$ cat src/rtl/lsu_pkg.sv
// Shared definitions for the load/store unit: RV32I width codes, FSM encoding
// and the data-memory window check.
package lsu_pkg;

  localparam logic [2:0] F3_B  = 3'b000;
  localparam logic [2:0] F3_H  = 3'b001;
  localparam logic [2:0] F3_W  = 3'b010;
  localparam logic [2:0] F3_BU = 3'b100;
  localparam logic [2:0] F3_HU = 3'b101;

  typedef enum logic [1:0] {
    ST_IDLE    = 2'd0,
    ST_ACCESS  = 2'd1,
    ST_CAPTURE = 2'd2,
    ST_RESP    = 2'd3
  } lsu_state_e;

  // Compared in 33 bits so a window ending at the top of the address space cannot wrap.
  function automatic logic lsu_in_range(input logic [31:0] addr,
                                        input logic [31:0] base,
                                        input int unsigned words);
    logic [32:0] lo;
    logic [32:0] hi;
    lo = {1'b0, base};
    hi = lo + (33'(words) << 2);
    return ({1'b0, addr} >= lo) && ({1'b0, addr} < hi);
  endfunction

endpackage

$ cat src/rtl/lsu_load_align.sv
// Load data alignment: picks the byte/halfword lane out of a memory word and
// sign- or zero-extends it according to funct3.
import lsu_pkg::*;

module lsu_load_align (
  input  logic [31:0] rdata_i,
  input  logic [1:0]  lane_i,
  input  logic [2:0]  funct3_i,
  output logic [31:0] data_o
);

  logic [7:0]  byte_sel;
  logic [15:0] half_sel;

  always_comb begin
    byte_sel = rdata_i[{lane_i, 3'b000} +: 8];
    half_sel = lane_i[1] ? rdata_i[31:16] : rdata_i[15:0];
    data_o   = '0;
    case (funct3_i)
      F3_B:    data_o = {{24{byte_sel[7]}}, byte_sel};
      F3_BU:   data_o = {24'd0, byte_sel};
      F3_H:    data_o = {{16{half_sel[15]}}, half_sel};
      F3_HU:   data_o = {16'd0, half_sel};
      F3_W:    data_o = rdata_i;
      default: data_o = '0;
    endcase
  end

endmodule

$ cat src/rtl/lsu_dmem_master.sv
// Load/store initiator for a 1-cycle-latency synchronous data memory, one transaction in flight.
// Define MISALIGN_TRAP_EN to report misaligned H/W accesses as errors instead of force-aligning them.
import lsu_pkg::*;

module lsu_dmem_master #(
  parameter logic [31:0] DMEM_BASE  = 32'h0000_0000,
  parameter int unsigned DMEM_WORDS = 1024
) (
  input  logic        clk,
  input  logic        rst_n,
  input  logic        req_valid,
  output logic        req_ready,
  input  logic        req_we,
  input  logic [2:0]  req_funct3,
  input  logic [31:0] req_addr,
  input  logic [31:0] req_wdata,
  input  logic [4:0]  req_rd,
  output logic        rsp_valid,
  input  logic        rsp_ready,
  output logic [31:0] rsp_data,
  output logic [4:0]  rsp_rd,
  output logic        rsp_err,
  output logic        dmem_re,
  output logic [31:0] dmem_raddr,
  output logic        dmem_we,
  output logic [31:0] dmem_waddr,
  output logic [31:0] dmem_wdata,
  output logic [3:0]  dmem_wstrb,
  input  logic [31:0] dmem_rdata
);

  lsu_state_e  state_q;
  logic        req_ready_q;
  logic        rsp_valid_q;
  logic        rsp_err_q;
  logic [31:0] rsp_data_q;
  logic [4:0]  rsp_rd_q;
  logic        dmem_re_q;
  logic        dmem_we_q;
  logic [31:0] dmem_raddr_q;
  logic [31:0] dmem_waddr_q;
  logic [31:0] dmem_wdata_q;
  logic [3:0]  dmem_wstrb_q;
  logic [2:0]  funct3_q;
  logic [1:0]  lane_q;

  logic        f3_ok;
  logic        acc_err;
  logic [31:0] eff_addr;
  logic [31:0] st_wdata;
  logic [3:0]  st_wstrb;
  logic [31:0] load_data;

  // Request decode, evaluated against the live request while IDLE.
  always_comb begin
    eff_addr = req_addr;
    st_wdata = req_wdata;
    st_wstrb = 4'b1111;
    case (req_funct3[1:0])
      2'b00: begin
        st_wdata = {4{req_wdata[7:0]}};
        st_wstrb = 4'b0001 << req_addr[1:0];
      end
      2'b01: begin
        eff_addr[0] = 1'b0;
        st_wdata    = {2{req_wdata[15:0]}};
        st_wstrb    = 4'b0011 << {req_addr[1], 1'b0};
      end
      default: eff_addr[1:0] = 2'b00;
    endcase
    if (req_we) f3_ok = (req_funct3 inside {F3_B, F3_H, F3_W});
    else        f3_ok = (req_funct3 inside {F3_B, F3_H, F3_W, F3_BU, F3_HU});
    acc_err = !f3_ok || !lsu_in_range(req_addr, DMEM_BASE, DMEM_WORDS);
`ifdef MISALIGN_TRAP_EN
    if ((req_funct3[1:0] == 2'b01 && req_addr[0]) ||
        (req_funct3[1:0] == 2'b10 && req_addr[1:0] != 2'b00))
      acc_err = 1'b1;
`endif
  end

  lsu_load_align u_align (
    .rdata_i  (dmem_rdata),
    .lane_i   (lane_q),
    .funct3_i (funct3_q),
    .data_o   (load_data)
  );

  always_ff @(posedge clk or negedge rst_n) begin
    if (!rst_n) begin
      state_q      <= ST_IDLE;
      req_ready_q  <= 1'b1;
      rsp_valid_q  <= 1'b0;
      rsp_err_q    <= 1'b0;
      rsp_data_q   <= '0;
      rsp_rd_q     <= '0;
      dmem_re_q    <= 1'b0;
      dmem_we_q    <= 1'b0;
      dmem_raddr_q <= '0;
      dmem_waddr_q <= '0;
      dmem_wdata_q <= '0;
      dmem_wstrb_q <= '0;
      funct3_q     <= '0;
      lane_q       <= '0;
    end else begin
      case (state_q)
        ST_IDLE: begin
          if (req_valid) begin
            req_ready_q <= 1'b0;
            rsp_rd_q    <= req_rd;
            funct3_q    <= req_funct3;
            lane_q      <= eff_addr[1:0];
            if (acc_err) begin
              state_q     <= ST_RESP;
              rsp_valid_q <= 1'b1;
              rsp_err_q   <= 1'b1;
              rsp_data_q  <= '0;
            end else begin
              state_q <= ST_ACCESS;
              if (req_we) begin
                dmem_we_q    <= 1'b1;
                dmem_waddr_q <= eff_addr;
                dmem_wdata_q <= st_wdata;
                dmem_wstrb_q <= st_wstrb;
              end else begin
                dmem_re_q    <= 1'b1;
                dmem_raddr_q <= eff_addr;
              end
            end
          end
        end
        ST_ACCESS: begin
          dmem_re_q    <= 1'b0;
          dmem_we_q    <= 1'b0;
          dmem_wstrb_q <= '0;
          if (dmem_we_q) begin
            state_q     <= ST_RESP;
            rsp_valid_q <= 1'b1;
            rsp_err_q   <= 1'b0;
            rsp_data_q  <= '0;
          end else begin
            state_q <= ST_CAPTURE;
          end
        end
        ST_CAPTURE: begin
          state_q     <= ST_RESP;
          rsp_valid_q <= 1'b1;
          rsp_err_q   <= 1'b0;
          rsp_data_q  <= load_data;
        end
        ST_RESP: begin
          if (rsp_ready) begin
            state_q     <= ST_IDLE;
            rsp_valid_q <= 1'b0;
            req_ready_q <= 1'b1;
          end
        end
        default: state_q <= ST_IDLE;
      endcase
    end
  end

  assign req_ready  = req_ready_q;
  assign rsp_valid  = rsp_valid_q;
  assign rsp_err    = rsp_err_q;
  assign rsp_data   = rsp_data_q;
  assign rsp_rd     = rsp_rd_q;
  assign dmem_re    = dmem_re_q;
  assign dmem_we    = dmem_we_q;
  assign dmem_raddr = dmem_raddr_q;
  assign dmem_waddr = dmem_waddr_q;
  assign dmem_wdata = dmem_wdata_q;
  assign dmem_wstrb = dmem_wstrb_q;

endmodule
$ cat config.mk
export PLATFORM = sky130hd
export DESIGN_NAME = lsu_dmem_master
export DESIGN_NICKNAME = d
export VERILOG_FILES = /design/src/rtl/lsu_pkg.sv /design/src/rtl/lsu_load_align.sv /design/src/rtl/lsu_dmem_master.sv
export SDC_FILE = /design/constraint.sdc
export NUM_CORES = 1
export LEC_CHECK = 0
export BUFFER_PORTS_ARGS = -buffer_cell sky130_fd_sc_hd__buf_4
export CORE_MARGIN = 4
export CORE_UTILIZATION = 37
export CTS_CLUSTER_DIAMETER = 100
export DETAILED_ROUTE_END_ITERATION = 10
export GPL_TIMING_DRIVEN = 0
export PLACE_DENSITY = 0.74
export SLEW_MARGIN = 30
export SYNTH_ARGS = -nofsm -noshare
export SYNTH_HDL_FRONTEND = slang
export SYNTH_HIERARCHICAL = 1
export SYNTH_SLANG_ARGS = --single-unit
$ cat constraint.sdc
create_clock -name clk -period 5.1 [get_ports clk]
set_clock_uncertainty 0.15 [all_clocks]
set_input_delay 0.51 -clock clk [delete_from_list [all_inputs] [get_ports clk]]
set_output_delay 0.51 -clock clk [all_outputs]
set_load 0.05 [all_outputs]
# After elaboration in Yosys (flattened, before gate mapping)
# Index checks and enable logic that the tools add are counted.
[word_totals]
reg_bits = 149
input_bits = 109
elab_cells = 99
[classes]
n_lt_le_gt_ge = 1
eq_ne = 19
n_shift = 3
mux = 38
n_bitwise = 2
reduce_logical = 22
[ops]
columns = ["op", "count"]
rows = [
  ["case mux 32 bit (5 select lines)", 1],
  ["two-way mux 32 bit", 3],
  ["case mux 32 bit (3 select lines)", 1],
  ["case mux 32 bit (2 select lines)", 1],
  ["less-than comparator 32 x 13 -> 1 bit, second input constant", 1],
  ["variable part select 32 x 6 -> 8 bit", 1],
  ["AND reduction 4 bit", 6],
  ["two-way mux 1 bit", 17],
  ["two-way mux 16 bit", 1],
  ["case mux 4 bit (2 select lines)", 2],
  ["inequality test 2 bit, second input constant", 7],
  ["== test 3 bit, second input constant", 4],
  ["two-way mux 4 bit", 3],
  ["case mux 2 bit (4 select lines)", 1],
  ["== test 3 x 1 -> 1 bit, second input constant", 2],
  ["== test 3 x 2 -> 1 bit, second input constant", 2],
  ["logical NOT 3 bit", 2],
  ["two-way mux 2 bit", 3],
  ["case mux 1 bit (2 select lines)", 3],
  ["nonzero test 3 bit", 2],
  ["nonzero test 5 bit", 1],
  ["== test 2 x 1 -> 1 bit, second input constant", 2],
  ["== test 2 bit, second input constant", 2],
  ["logical NOT 2 bit", 2],
  ["other kinds (11)", 15],
]

# Logic depth before layout (Yosys ltp)
# Gate-level depths: netlist of run 1.
[depth]
word_depth = 8
ltp_mapped = 8
depth_no_buf = 6

# Cells and area by module
# Netlist of run 1, hierarchy kept.
[by_module_without_submodules]
columns = ["module", "instances", "cells_per_inst", "area_each_um2", "seq_area_each_um2"]
rows = [
  ["lsu_dmem_master", 1, 478, 6241.0, 3729.8],
  ["lsu_load_align", 1, 110, 724.4, 0.0],
]

# Worst setup path before layout of run 1
# No wires, ideal clock.
[synth_timing]
kind = "input-to-reg"
from = "in req_addr[17]"
to = "reg dmem_raddr_q[0], in the netlist dmem_raddr[0]"
setup_ns = 0.128
arrival_ns = 1.993
required_time_ns = 4.822
setup_slack_ns = 2.829
stages = 5
cell_sequence = "nor4_2 > nand4_4 > nor4_4 > buf_4 > mux2_1"
[synth_between]
elab_chain_cells = 5
[synth_rtl]
columns = ["element", "line_no", "text"]
rows = [
  ["from (decl)", "lsu_dmem_master.sv:15", "input logic [31:0] req_addr,"],
  ["less-than comparator 32 x 13 -> 1 bit", "lsu_pkg.sv:26", "return ({1'b0, addr} >= lo) && ({1'b0, addr} < hi);"],
  ["logical NOT 1 bit", "lsu_dmem_master.sv:73", "acc_err = !f3_ok || !lsu_in_range(req_addr, DMEM_BASE, DMEM_WORDS);"],
  ["logical OR 1 bit", "lsu_dmem_master.sv:73", ""],
  ["inverter 1 bit (no source line)", "-", ""],
  ["AND reduction 4 bit (no source line)", "-", ""],
  ["to (signal assigned)", "lsu_dmem_master.sv:126", "dmem_raddr_q <= eff_addr;"],
  ["to (decl)", "lsu_dmem_master.sv:40", "logic [31:0] dmem_raddr_q;"],
]
# No other way between the ends.
# A chain may end at the register's enable or synchronous reset.

# Worst setup path in the final report of run 1
[layout_timing]
from = "reg state_q[1]"
to = "reg rsp_data_q[19], in the netlist rsp_data[19]"
[layout_between]
elab_chain_cells = 3
elab_cells_between_ends = 9
[layout_rtl]
columns = ["element", "line_no", "text"]
rows = [
  ["from (decl)", "lsu_dmem_master.sv:32", "lsu_state_e state_q;"],
  ["from (signal assigned)", "lsu_dmem_master.sv:90", "state_q <= ST_IDLE;"],
  ["from (signal assigned)", "lsu_dmem_master.sv:113", "state_q <= ST_RESP;"],
  ["from (signal assigned)", "lsu_dmem_master.sv:118", "state_q <= ST_ACCESS;"],
  ["== test 2 x 1 -> 1 bit (tied with other cells)", "lsu_dmem_master.sv:105", "case (state_q)"],
  ["inequality test 2 bit (no source line) / nonzero test 3 bit (equally long branches)", "-", ""],
  ["AND reduction 4 bit (no source line)", "-", ""],
  ["to (signal assigned)", "lsu_dmem_master.sv:148", "rsp_data_q <= load_data;"],
  ["to (decl)", "lsu_dmem_master.sv:36", "logic [31:0] rsp_data_q;"],
]
# Several ways; a longest one is shown, not always the timed one.

==> results of run 1 <==
## what timing repair did
action / CTS / global route
endpoints found under the setup margin: 0 / 0
hold buffers: 1 / 0
endpoints found under the hold margin: 65 / 0
## report_power, final
group | internal (mW) | total [mW] | switching, mW
Combinational | 0.630 | 1.80 | 1.17
Clock | 0.697 | 1.25 | 0.553
Sequential | 1.33 | 1.44 | 0.104
## cells in the mapped netlist, types with 3 or more instances
master     number
dfrtp_1       148
mux2_2         59
nor2b_1        44
nand2_1        39
mux2_1         38
nand3_1        34
o2bb2ai_1      32
o21ai_0        28
a21oi_1        26
clkbuf_1       18
mux2i_1        14
buf_2          12
inv_1           9
a22oi_1         8
nor2_1          8
nor4_1          7
o211ai_1        6
buf_4           5
ha_1            4
nor3_1          4
buf_1           3
nand2b_1        3
nor3b_1         3
nor4_2          3
o31ai_1         3
## through the flow
stage / hold WS [ns] / util, % / total power, mW
floorplan: 0.0644 / - / 2.70
global placement: 0.318 / 50.1 / 3.22
detailed placement: 0.325 / 50.3 / 3.26
CTS: 0.146 / 53.6 / 4.52
global route: 0.143 / 53.6 / 4.74
finish: 0.169 / 53.6 / 4.48
## layer usage
| layer | share of wire (%) | wire (um) | vias to the layer above | global-route usage (%) |
|---|---|---|---|---|
| met3 | 10 | 2020 | 30 | 8.51 |
| met1 | 40 | 8070 | 2821 | 22.5 |
| met5 | 0 | 0 | - | 0 |
| li1 | - | - | 2673 | - |
| met2 | 48 | 9740 | 221 | 31.3 |
| met4 | 1.9 | 379 | 0 | 6.08 |
## sequential cells by signal, indices dropped and copies added (netlist names), 2 cells and up
register    count
lane_q          2
dmem_waddr     32
state_q         2
dmem_wstrb      4
dmem_raddr     32
rsp_rd          5
dmem_wdata     32
funct3_q        3
rsp_data       32
## cells by family after synthesis
kind of cell | share of synthesized area [%]
muxes | 18.3
AOI/OAI and AO/OA | 11.2
and+or+nand+nor | 12.9
DFF | 53.5
adders and majority gates | 0.719
buffers and inverters | 3.34
## cell type report
class                   instances  area [um^2]  share of cell area (%)
well taps                     229          287                    2.94
plain buffers                  40          199                    2.04
clock inverters                14          156                    1.60
clock buffers                  18          429                    4.40
inverters                       9         33.8                   0.346
flip-flops and latches        149         3730                    38.2
multi-input cells             390         3000                    30.8
repair buffers                252         1920                    19.7
## path summary, 6_finish.rpt
kind	end	slack [ns]	cells past startpoint
worst max-delay path	rsp_data[19]$_DFFE_PN0P_	2.52	8
worst min-delay path	dmem_raddr[10]$_DFFE_PN0P_	0.17	2
worst max register to register	rsp_data[19]$_DFFE_PN0P_	2.52	8
worst min register to register	dmem_wdata[19]$_DFFE_PN0P_	0.34	1
max in group asynchronous	dmem_wdata[26]$_DFFE_PN0P_	3.51	3
min in group asynchronous	rsp_data[9]$_DFFE_PN0P_	0.47	2
==> out/qor.yml, run 1 <==
status: "complete, no violations"
synth_top_cell_by_area: "dfrtp_1"
track_usage_pct: 19.1
wire_per_inst_um: 18.4
synth_area_leaders: "dfrtp_1, mux2_2, mux2_1"
synthDistinctLibCells: 50
dp_cells: 1068
first_pass_iters: 5
min_from: "req_addr[10]"
postCtsSetupBuffers: 0
cts_buffers: 17
n_fill_cell: 1614
synth_warnings: 6
start_util_pct: 38.3
final_cell_area_um2: 9760
setup_viol: 0
n_antenna_cell: 0
antenna_found_initial: 0
critPathTopFamily: "compound AO/OA/AOI/OAI gates"
grt_pass1_wl_um: 32500
cts-root-buf: "clkbuf_16"
worstPathRequired_ns: 5.28
rows: 49
startpoint_type: "register"
drv_slew: 0
grt_pass1_vias: 6048
die_h_um: 145
cts_tree: "built"
max_cap_violations: 0
ys_ff_latch: 149
crit_path_max_incr_delay_ns: 0.53
ys_async_sr_fraction_pct: 100
first_iter_violations: 245
worstMarginPinSlew_ns: 0.970
drive_gt1_share_pct: 42.8
rsz0062_at_grt: "false"
fin_nets: 972
post_synth.cell_area_avg_um2: 11.8
dp_hpwl_um: 15500
fmax_mhz: 387
postRouteAntennaNets: 0
total_leakage_power_nw: 4.97
drc: 0
cts_buffer_depth: 2
final.setup.worst_slack_ns: 2.52
syn_area_um2: 6970
gp_congestion: 0.925
finalCriticalPeriod_ns: 2.58
synth_top_area_share_pct: 53.2
reg2reg_from: "state_q[1]$_DFFE_PN0P_"
synth-edff-count: 0
irDropWorstVdd_mv: 0.243
die-width_um: 145
gr-total-overflow: 0
relSlewSlack_pct: 35.4
placed_area_um2: 9160
final_cell_mix: "buf_4, dfrtp_1, mux2_2, nor2b_1, nand2_1"
cpMostUsedCell: "clkbuf_1"
path_buf_inv: 3
worst_path_max_delay_cell: "a21oi_1"
post-place-ws_ns: 2.21
syn_nets: 701
clk_pin_slew_ns: 0.07
wl_um: 20200
path_class: "register to register"
min_path_type: "primary input to register"
critPathMaxFanout: 10
viasPerCell: 5.22
cp.arrival_ns: 2.76
mostFrequentLayoutCell: "buf_4"
dieArea_um2: 21100
ys.flop_type: "dfrtp_1"
cts.sinks: 149
synth_cells: 588
vias: 5745
clock_latency_ns: 0.41
ys_seq_area_share_pct: 53.5
num_io_pins: 251
postCtsResizedCells: 0
layout.cells.non_filler: 1101
grt_max_degree: 85
cp-end-kind: "register"
min_period_over_period_pct: 50.6
power.density_nw_per_um2: 459
io_buffer_count: 250
core_area_um2: 18200
fin_tns_setup_ns: 0
path_cells: "inv_1, ha_1, clkbuf_1, nand2b_1, a21oi_1, clkbuf_1, nand3_1, o2bb2ai_1"
area_growth_pct: 40.1
hold_viol: 0
startpoint: "state_q[1]$_DFFE_PN0P_"
htree_levels: 4
Note: power is estimated with default switching activity, not from simulation.
==> run 2, diff against run 1 <==
- ABC_AREA: unset -> 1
- PLACE_DENSITY: 0.74 -> 0.75
- clock period: 5.1 -> 2.3 ns (I/O delays scaled with it)
==> run 2 against run 1 <==
Critical path depth increased by 2. First-iteration DRC count rose by 62%. Flip-flop and latch count unchanged. Sequential share of layout area shrank 3.1 points. Via count up 28%. Critical endpoint is now rsp_data[9]$_DFFE_PN0P_. Largest cell class unchanged.
==> out/qor.yml, run 2 <==
io_buffer_count: 249  # -0.40%
fin_nets: 1406  # +45%
cp.arrival_ns: 2.34  # -0.42 ns
ys_async_sr_fraction_pct: 100  # unchanged
n_fill_cell: 1832  # +14%
synth_top_cell_by_area: "dfrtp_1"
cts.sinks: 149  # unchanged
cts_buffer_depth: 2  # unchanged
drv_slew: 0  # unchanged
vias: 7349  # +28%
path_class: "register to register"
max_cap_violations: 0  # unchanged
first_iter_violations: 397  # +62%
ys.flop_type: "dfrtp_1"
power.density_nw_per_um2: 969  # +110%
final_cell_area_um2: 10600  # +8.9%
viasPerCell: 4.68  # -10%
cellInternalPower_mw: 5.93  # +120%
dieArea_um2: 22200  # +5.2%
drive_gt1_share_pct: 26.0  # -17 points
syn_area_um2: 7350  # +5.5%
r2r_cells: 10  # +2
synthDistinctLibCells: 28  # -44%
r2r-end: "rsp_data[9]$_DFFE_PN0P_"
ys_seq_area_share_pct: 50.8  # -2.8 points
gr-total-overflow: 0  # unchanged
rsz0062_at_grt: "false"
fmax_mhz: 467  # +20%
ys_ff_latch: 149  # unchanged
grt_pass1_vias: 7340  # +21%
clock_latency_ns: 0.41  # about the same
die-width_um: 149  # +2.6%
cp-end-kind: "register"
post_synth.cell_area_avg_um2: 7.48  # -37%
clk_pin_slew_ns: 0.06  # about the same
postCtsSetupBuffers: 0  # unchanged
gp_congestion: 0.946  # +2.3%
syn_nets: 1095  # +56%
synth_cells: 982  # +67%
wire_per_inst_um: 14.9  # -19%
whs_ns: 0.0366  # -0.132 ns
wl_um: 23400  # +16%
synth_common_cells: "nand2_1, inv_1, dfrtp_1, nor2_1, o21ai_0"
synth_area_leaders: "dfrtp_1, nand2_1, inv_1"
drc: 0  # unchanged
startpoint_type: "register"
total_power_mw: 10.3  # +130%
area_growth_pct: 44.6
num_io_pins: 251  # unchanged
hold_viol: 0  # unchanged
finalCriticalPeriod_ns: 2.14  # -0.438 ns
critPathMaxFanout: 10  # unchanged
antenna_found_initial: 0  # unchanged
status: "complete, no violations"
final_cell_mix: "nand2_1, buf_4, inv_1, dfrtp_1, nor2_1"
start_util_pct: 37.6  # -0.62 points
rows: 51  # +4.1%
htree_levels: 4  # unchanged
n_antenna_cell: 0  # unchanged
cts_buffers: 17  # unchanged
startpoint: "state_q[1]$_DFFE_PN0P_"
min_period_over_period_pct: 93.2  # +43 points
synth_warnings: 6  # unchanged
die_h_um: 149  # +2.6%
grt_pass1_wl_um: 37400  # +15%
post-place-ws_ns: -0.0908  # -2.30 ns
relSlewSlack_pct: 67.2  # +32 points
regToRegSetupSlack_ns: 0.16  # -2.36 ns
utilization_pct: 54.4  # +0.81 points
cts-root-buf: "clkbuf_16"
first_pass_iters: 5  # unchanged
setup_viol: 0  # unchanged
reg2reg_from: "state_q[1]$_DFFE_PN0P_"
worstMarginPinSlew_ns: 0.492  # -0.478 ns
track_usage_pct: 21.2  # +2.1 points
switching_share_pct: 42.4  # +1.7 points
final.setup.worst_slack_ns: 0.157  # -2.36 ns
synth_top_area_share_pct: 50.4  # -2.8 points
clockPowerShare_pct: 28.1  # +0.2 points
min_path_type: "primary input to register"
cts_tree: "built"
dp_hpwl_um: 17400  # +13%
mostFrequentLayoutCell: "nand2_1"
grt_max_degree: 90  # +5.9%
p_switching_mw: 4.37  # +140%
synth.most_common_cell: "nand2_1"
crit_end: "rsp_data[9]$_DFFE_PN0P_"
core_area_um2: 19500  # +7.2%
seqPwrFrac_pct: 30.3  # -1.7 points
postRouteAntennaNets: 0  # unchanged
irDropWorstVdd_mv: 0.467  # +92%
total_leakage_power_nw: 6.12  # +23%
p_comb_share_pct: 41.6  # +1.5 points
synth-edff-count: 0  # unchanged
worstPathRequired_ns: 2.50  # -2.78 ns
placed_area_um2: 9580  # +4.6%
[run 2: cell types whose count changed after synthesis, moves of 24 or more]
cell,before,now
o21ai_0,28,52
inv_1,9,173
mux2_1,38,0
o2bb2ai_1,32,0
nor2b_1,44,0
mux2_2,59,0
nand2_1,39,314
nor2_1,8,99
nand4_1,2,34
o21ai_1,1,39
[run 2: stage by stage]
stage,setup TNS (ns),std cells
floorplan,0,982
global placement,-0.729,1496
detailed placement,-1.62,1497
CTS,0,1571
global route,0,1571
finish,0,1571
[run 2: how the worst min path moves through the flow]
stage	startpoint	to	slack (ns)	cells after the start
after floorplan	rst_n	dmem_raddr[0]$_DFFE_PN0P_	-0.22	0
after global placement	req_rd[2]	rsp_rd[2]$_DFFE_PN0P_	0.28	3
after detailed placement	rst_n	rsp_data[5]$_DFFE_PN0P_	0.05	1
after CTS	req_funct3[1]	funct3_q[1]$_DFFE_PN0P_	0.02	3
after global routing	req_funct3[1]	funct3_q[1]$_DFFE_PN0P_	0.05	3
final	req_funct3[1]	funct3_q[1]$_DFFE_PN0P_	0.04	3
[run 2: repair_timing]
item | CTS | global route
hold endpoints to repair | 111 | 0
setup endpoints to repair | 42 | 42
gates resized for setup | 3 | 9
cloned | 0 | 0
hold buffers | 42 | 0
[run 2: layout make-up]
class	count	area (um^2)	area share [%]
flip-flops and latches	149	3730	35.1
inverters	177	664	6.25
repair buffers	292	2320	21.9
multi-input cells	610	2690	25.3
well taps	265	332	3.12
clock inverters	13	160	1.51
clock buffers	19	443	4.17
plain buffers	46	280	2.64
[run 2: critical path, cell delays in order (launching register included)]
cell and delay (ns):
dfrtp_1 0.40, inv_1 0.09, ha_1 0.18, clkbuf_2 0.17
inv_2 0.10, or2_1 0.11, nand2_1 0.06, inv_2 0.16
clkbuf_1 0.37, nand4_1 0.18, nand2_1 0.10
[run 2: power groups by stage]
stage / clock, mW / sequential (mW) / combinational, mW
2_1_floorplan: 0 / 3.90 / 2.20
3_3_place_gp: 0 / 3.15 / 4.10
3_5_place_dp: 0 / 3.16 / 4.18
4_1_cts: 2.97 / 3.12 / 4.27
5_1_grt: 3.07 / 3.16 / 4.73
6_report: 2.90 / 3.12 / 4.29
[run 2: cell families (layout without fill, tap and decap cells)]
logic type / Yosys count / in the layout / share of synthesized area [%]
and+or+nand+nor: 494 / 494 / 28.1
buffers and inverters: 223 / 547 / 12.7
AOI/OAI and AO/OA: 112 / 112 / 7.70
DFF: 149 / 149 / 50.8
adders and majority gates: 4 / 4 / 0.681
[run 2: layer usage]
layer	GRT usage, %	routed length, um
met5	0	0
met4	8.74	643
met1	26.1	9220
met2	34.6	11000
met3	6.59	2500
